`src/rtl/dpram_fifo_ctrl.sv`:
```
// dpram_fifo_ctrl: streams a simple-dual-port RAM as a valid/ready FIFO with a 2-entry show-ahead output buffer
module dpram_fifo_ctrl #(
  parameter int DATA_W     = 8,
  parameter int ADDR_W     = 8,
  parameter int RD_LATENCY = 1
) (
  input  logic              clock,
  input  logic              reset,
  input  logic [DATA_W-1:0] in_data,
  input  logic              in_valid,
  output logic              in_ready,
  output logic [DATA_W-1:0] out_data,
  output logic              out_valid,
  input  logic              out_ready,
  output logic [ADDR_W:0]   count,
  output logic              full,
  output logic              empty,
  output logic [DATA_W-1:0] ram_data,
  output logic [ADDR_W-1:0] ram_wraddress,
  output logic              ram_wren,
  output logic [ADDR_W-1:0] ram_rdaddress,
  input  logic [DATA_W-1:0] ram_q
);
  localparam logic [ADDR_W:0] DEPTH = (ADDR_W+1)'(1) << ADDR_W;
  logic [ADDR_W-1:0] wr_ptr, rd_ptr;
  logic [ADDR_W:0] mem_cnt;
  logic [RD_LATENCY-1:0] pipe;
  logic [1:0] occ, inflight;
  logic [DATA_W-1:0] head, tail;
  logic push, pop, issue, cap;
  assign full          = count == DEPTH;
  assign empty         = count == '0;
  assign in_ready      = !reset && !full;
  assign push          = in_valid && in_ready;
  assign out_valid     = occ != 2'd0;
  assign out_data      = head;
  assign pop           = out_valid && out_ready;
  assign cap           = pipe[RD_LATENCY-1];
  // a slot freed by this cycle's pop may be refilled, which keeps one-per-cycle streaming at RD_LATENCY=1
  assign issue         = mem_cnt != '0 && 3'(occ) + 3'(inflight) < 3'(pop) + 3'd2;
  assign ram_wren      = push;
  assign ram_wraddress = wr_ptr;
  assign ram_data      = in_data;
  assign ram_rdaddress = rd_ptr;
  // number of reads issued whose data has not yet been captured
  always_comb begin
    inflight = '0;
    for (int i = 0; i < RD_LATENCY; i++) inflight = inflight + 2'(pipe[i]);
  end
  // pointers, counters, read pipeline and output buffer; capture lands in the first slot left after a pop
  always_ff @(posedge clock) begin
    if (reset) begin
      wr_ptr  <= '0;
      rd_ptr  <= '0;
      mem_cnt <= '0;
      count   <= '0;
      pipe    <= '0;
      occ     <= '0;
      head    <= '0;
      tail    <= '0;
    end else begin
      if (push) wr_ptr <= wr_ptr + 1'b1;
      if (issue) rd_ptr <= rd_ptr + 1'b1;
      mem_cnt <= mem_cnt + (ADDR_W+1)'(push) - (ADDR_W+1)'(issue);
      count   <= count + (ADDR_W+1)'(push) - (ADDR_W+1)'(pop);
      pipe    <= RD_LATENCY'({pipe, issue});
      occ     <= occ + 2'(cap) - 2'(pop);
      if (pop) head <= tail;
      if (cap && occ - 2'(pop) == 2'd0) head <= ram_q;
      if (cap && occ - 2'(pop) != 2'd0) tail <= ram_q;
    end
  end
endmodule

```
`config.mk`:
```
export PLATFORM = sky130hd
export DESIGN_NAME = dpram_fifo_ctrl
export DESIGN_NICKNAME = d
export VERILOG_FILES = /design/src/rtl/dpram_fifo_ctrl.sv
export SDC_FILE = /design/constraint.sdc
export NUM_CORES = 1
export LEC_CHECK = 0
export ABC_AREA = 1
export CAP_MARGIN = 20
export CORE_MARGIN = 2
export CORE_UTILIZATION = 54
export DETAILED_ROUTE_END_ITERATION = 8
export DONT_BUFFER_PORTS = 1
export PLACE_DENSITY = 0.68
export SLEW_MARGIN = 20
export SYNTH_ARGS = -nofsm -noshare
export SYNTH_HDL_FRONTEND = slang
export SYNTH_SLANG_ARGS = --single-unit
```
`constraint.sdc`:
```
create_clock -name clock -period 2.5 [get_ports clock]
set_clock_uncertainty 0.2 [all_clocks]
set_input_delay 0.25 -clock clock [delete_from_list [all_inputs] [get_ports clock]]
set_output_delay 0.25 -clock clock [all_outputs]
set_load 0.02 [all_outputs]
```
# == Word-level counts from Yosys, hierarchy flattened ==
# Cells that the tools add are included.
# classes
n_addsub,11
n_mux,2
n_reduce_logical,14
order_cmp,1
n_eq_ne,1
# op_table
op,n
$add A9 B1 Y9,2
$sub A9 B1 Y9,2
$add A8 B1 Y8 const B,2
$mux W8,2
$eq A9 B9 Y1 const B,1
$logic_not A9 Y1,1
$reduce_bool A9 Y1,1
$logic_and A1 B1 Y1,6
$reduce_bool A2 Y1,3
$sub A2 B1 Y2,2
$add A1 B2 Y3 const B,1
$add A2 B1 Y3,1
$lt A3 B3 Y1,1
$add A2 B1 Y2,1
$logic_not A1 Y1,2
$logic_not A2 Y1,1
# totals
regBits,53
inputBits,20
out_inout_bits,46

# == Depth between registers and ports, before layout ==
# depth
word_depth,6
depth_mapped,19
ltp_nobuf,19

# == Least setup slack after synthesis ==
# OpenSTA, ideal clock, no wires.
# synth_path
path_type,reg2reg
from,register count[6]
to,register count[6]
path_slack_ps,-270
arrival_time_ps,2451
t_required_ps,2181
n_path_buf,0
stages_incl_launch_ff,17
cell_sequence,dfxtp_1 > inv_1 > ha_1 > nand2_1 > inv_1 > nand4_2 > nand3_2 > ha_1 > inv_1 > ha_1 > fa_1 > nand2_1 > nand3_1 > nand3_1 > nand2_1 > o21ai_0 > a21oi_1
# synth_via
elab_chain_len,6
# synth_rtl
item,line,source
from (decl),15,"output logic [ADDR_W:0] count,"
from (signal assigned),65,count <= count + (ADDR_W+1)'(push) - (ADDR_W+1)'(pop);
$eq A9 B9 Y1,31,assign full = count == DEPTH;
$logic_not A1 Y1,33,assign in_ready = !reset && !full;
$logic_and A1 B1 Y1,33,
$logic_and A1 B1 Y1,34,assign push = in_valid && in_ready;
$add A9 B1 Y9 (*),65,
$sub A9 B1 Y9 (*),65,
# Mark *: on every way between the ends. The rest lies on a longest branch, timed or not.
# A chain may end at the register's enable or synchronous reset.

# == Worst setup path in the final report ==
# layout_path
from,register mem_cnt[7]
to,register mem_cnt[4]
# layout_via
elab_chain_len,3
# layout_rtl
item,line,source
from (decl),26,logic [ADDR_W:0] mem_cnt;
from (signal assigned),64,mem_cnt <= mem_cnt + (ADDR_W+1)'(push) - (ADDR_W+1)'(issue);
$reduce_bool A9 Y1,40,assign issue = mem_cnt != '0 && 3'(occ) + 3'(inflight) < 3'(pop) + 3'd2;
$logic_and A1 B1 Y1,40,
named net issue,30,"logic push, pop, issue, cap;"
$sub A9 B1 Y9,64,
# The timed path passes the listed nets, and every way through them passes these cells.

==> results.yml <==
outcome:
  violations: "setup timing"
  status: "finished with violations"
drt:
  ant_nets: 0
  drt_first_pass_iters: 4
  routedWlPerCell_um: 13.2
  drc: 0
  num_vias: 2899
  drt_iter0_markers: 95
  wl_um: 7480
  via_per_inst: 5.11
yosys:
  synth.distinct_cells: 29
  syn_area_mm2: 0.00316
  syn_nets: 492
  synth_top_area_share_pct: 33.6
  yosysSeqAreaShare_pct: 33.6
  syn_inst: 440
  synth.largest_area_cell: "dfxtp_1"
  ys_warn_count: 0
  synth.area.top_cells: "dfxtp_1 34%, ha_1 12%, nand2_1 11%, inv_1 8.2%, a21oi_1 5.9%"
  ys_seq_elements: 53
  synth.avg_cell_area_um2: 7.17
global_route:
  grt_pass1_vias: 2690
  grt_max_degree: 36
  antenna_found_initial: 0
  grt_util_met3_pct: 6.18
  gr-total-overflow: 0
  use_met2_pct: 42.0
  grt-busiest-layer: "met2"
  track_usage_pct: 23.0
  grtUsageMet1_pct: 26.5
  grt_pass1_wl_um: 11800
pwr:
  powerDensity_mw_per_mm2: 1290
  p_leak_nw: 1.83
  ir_drop_mv: 0.786
  total_power_mw: 5.21
critical_path:
  slowest_delay_ps: 370
  start_kind: "register"
  worst-path-buf-inv: 4
  crit_arrival_ps: 2690
  crit_path_end_kind: "register"
  critPathKind: "reg2reg"
  crit_path_cell_trace: "inv_2 -> ha_4 -> nand2_2 -> nand3b_1 -> nand2_2 -> nor2_8 -> ha_4 -> inv_4 -> ha_4 -> inv_2 -> fa_2 -> inv_2 -> nand2_2 -> nand3_2 -> nand2_1 -> o21ai_1 -> a21oi_1"
  cp_max_fo: 3
  cp_data_required_time_ps: 2500
  cpLargestDelayFamily: "adder cells"
  crit_path_top_delay_cell: "fa_2"
clock_network:
  root_buffer: "clkbuf_8"
  path_clk_slew_ps: 100
  cts_tree: "done"
  cts_made_buffers: 5
  cts.sinks: 53
  htree_levels: 2
  ctsLongestPathBuffers: 2
  clkLatencyLatePin_ps: 300
cells_and_area:
  layout-drive-gt1-share_pct: 28.9
  antenna_cells: 0
  fin_cells: 567
  mostFrequentLayoutCell: "nand2_1"
  multi_input_area_mm2: 0.00197
  syn2layout_area_growth_pct: 28.1
  fill_cells: 446
  final_cell_mix: "84 x nand2_1, 53 x buf_4, 52 x inv_1"
  fin_nets: 547
  ff_latch_area_mm2: 0.00109
  fin_util_pct: 72.5
floorplanning:
  io_pins: 66
  fp.dieH_um: 80.4
  dieWidth_um: 80.4
  rows: 27
  fp.dieArea_mm2: 0.00647
  core-area_mm2: 0.00557
  start_util_pct: 56.6
placed_design:
  dp_hpwl_um: 4830
  port_buffers: 0
  finalWeightedCongestion: 0.820
  place_inst: 524
hold_path:
  worstHoldPathType: "in2reg"
sta:
  fin_crit_sh_pct: 108
  slew_headroom_pct: 38.9
  worstMarginPinSlew_ps: 913
  setup_viol: 4
  rsz0062_at_grt: "true"
  fin_hold_ws_ps: 110
  setup_tns_ps: -572
  clock.fmax_mhz: 370
  maxSlewViolCount: 0
  hold_violations: 0
  fin_ws_ps: -199
  finalCriticalPeriod_ps: 2700
job:
  drv_cap: 0
[Yosys cell counts (all sizes together)]
cell,n
xor2,6
clkinv,1
a31oi,9
inv,73
o21ai,27
a21oi,37
clkbuf,4
nand4,7
nand2,96
nor2,46
ha,30
nand3,28
dfxtp,53
fa,2
xnor2,2
o21bai,3
buf,12
nand3b,4
[power by group]
group	internal (mW)	switching [mW]	leakage [nW]	total, mW
sequential	1.15	0.289	0.441	1.44
clock	0.251	0.278	0.0522	0.530
combinational	1.43	1.81	1.33	3.25
total	2.83	2.38	1.83	5.21
[layout make-up]
cell class | count | share of cell area [%]
multi-input combinational | 298 | 48.8
sequential | 53 | 27.0
timing repair buffer | 63 | 12.3
inverter | 74 | 7.18
clock buffer | 6 | 2.32
tap | 72 | 2.23
clock inverter | 1 | 0.124
[cells by family after synthesis]
group | count (synthesis) | synth area share (%)
fa+ha+maj | 32 | 13.2
xor+xnor | 8 | 2.22
buf+inv | 90 | 12.2
simple gates | 181 | 26.1
flops | 53 | 33.6
compound gates | 76 | 12.6
[per-layer routing]
metal / routed length (um) / share of wire, %
met1: 3110 / 42
met2: 3770 / 50
met3: 458 / 6.1
met4: 146 / 2.0
met5: 0 / 0
[what timing repair did]
item,in CTS,in global routing
pin swaps,12,19
buffers inserted,18,8
setup endpoints to repair,5,18
gates resized for setup,21,32
hold endpoints to repair,36,0
cloned,0,1
hold buffers,10,0
[worst paths after layout]
path	to	cells after the start	slack, ps	startpoint
worst max register to register	mem_cnt[4]$_SDFF_PP0_	17	-200	mem_cnt[7]$_SDFF_PP0_
worst min register to register	tail[2]$_SDFFE_PP0P_	2	250	tail[2]$_SDFFE_PP0P_
worst max-delay path	mem_cnt[4]$_SDFF_PP0_	17	-200	mem_cnt[7]$_SDFF_PP0_
worst min-delay path	out_data[6]$_SDFFE_PP0P_	4	110	out_ready
[worst reg2reg max path, delay by kind of cell (launching register included)]
| kind | cells | cell delay (ps) |
|---|---|---|
| adder cells (fa/ha/maj) | 4 | 830 |
| AND/OR/NAND/NOR | 7 | 740 |
| buffers and inverters | 4 | 260 |
| AO/OA/AOI/OAI | 2 | 230 |
| flip-flops | 1 | 330 |
[through the flow]
step,cell area (um2),setup WS [ps]
3_3_place_gp,3470,-12.6
5_1_grt,4040,-305
2_1_floorplan,3270,-13.9
4_1_cts,3840,-23.2
3_5_place_dp,3470,-62.4
6_report,4040,-199
[registers in the layout, summed over array words and instances, names as in the netlist]
| name | cells |
|---|---|
| occ | 2 |
| out_data | 8 |
| mem_cnt | 9 |
| ram_wraddress | 8 |
| cap | 1 |
| tail | 8 |
| ram_rdaddress | 8 |
| count | 9 |
(Power assumes the default switching activity.)
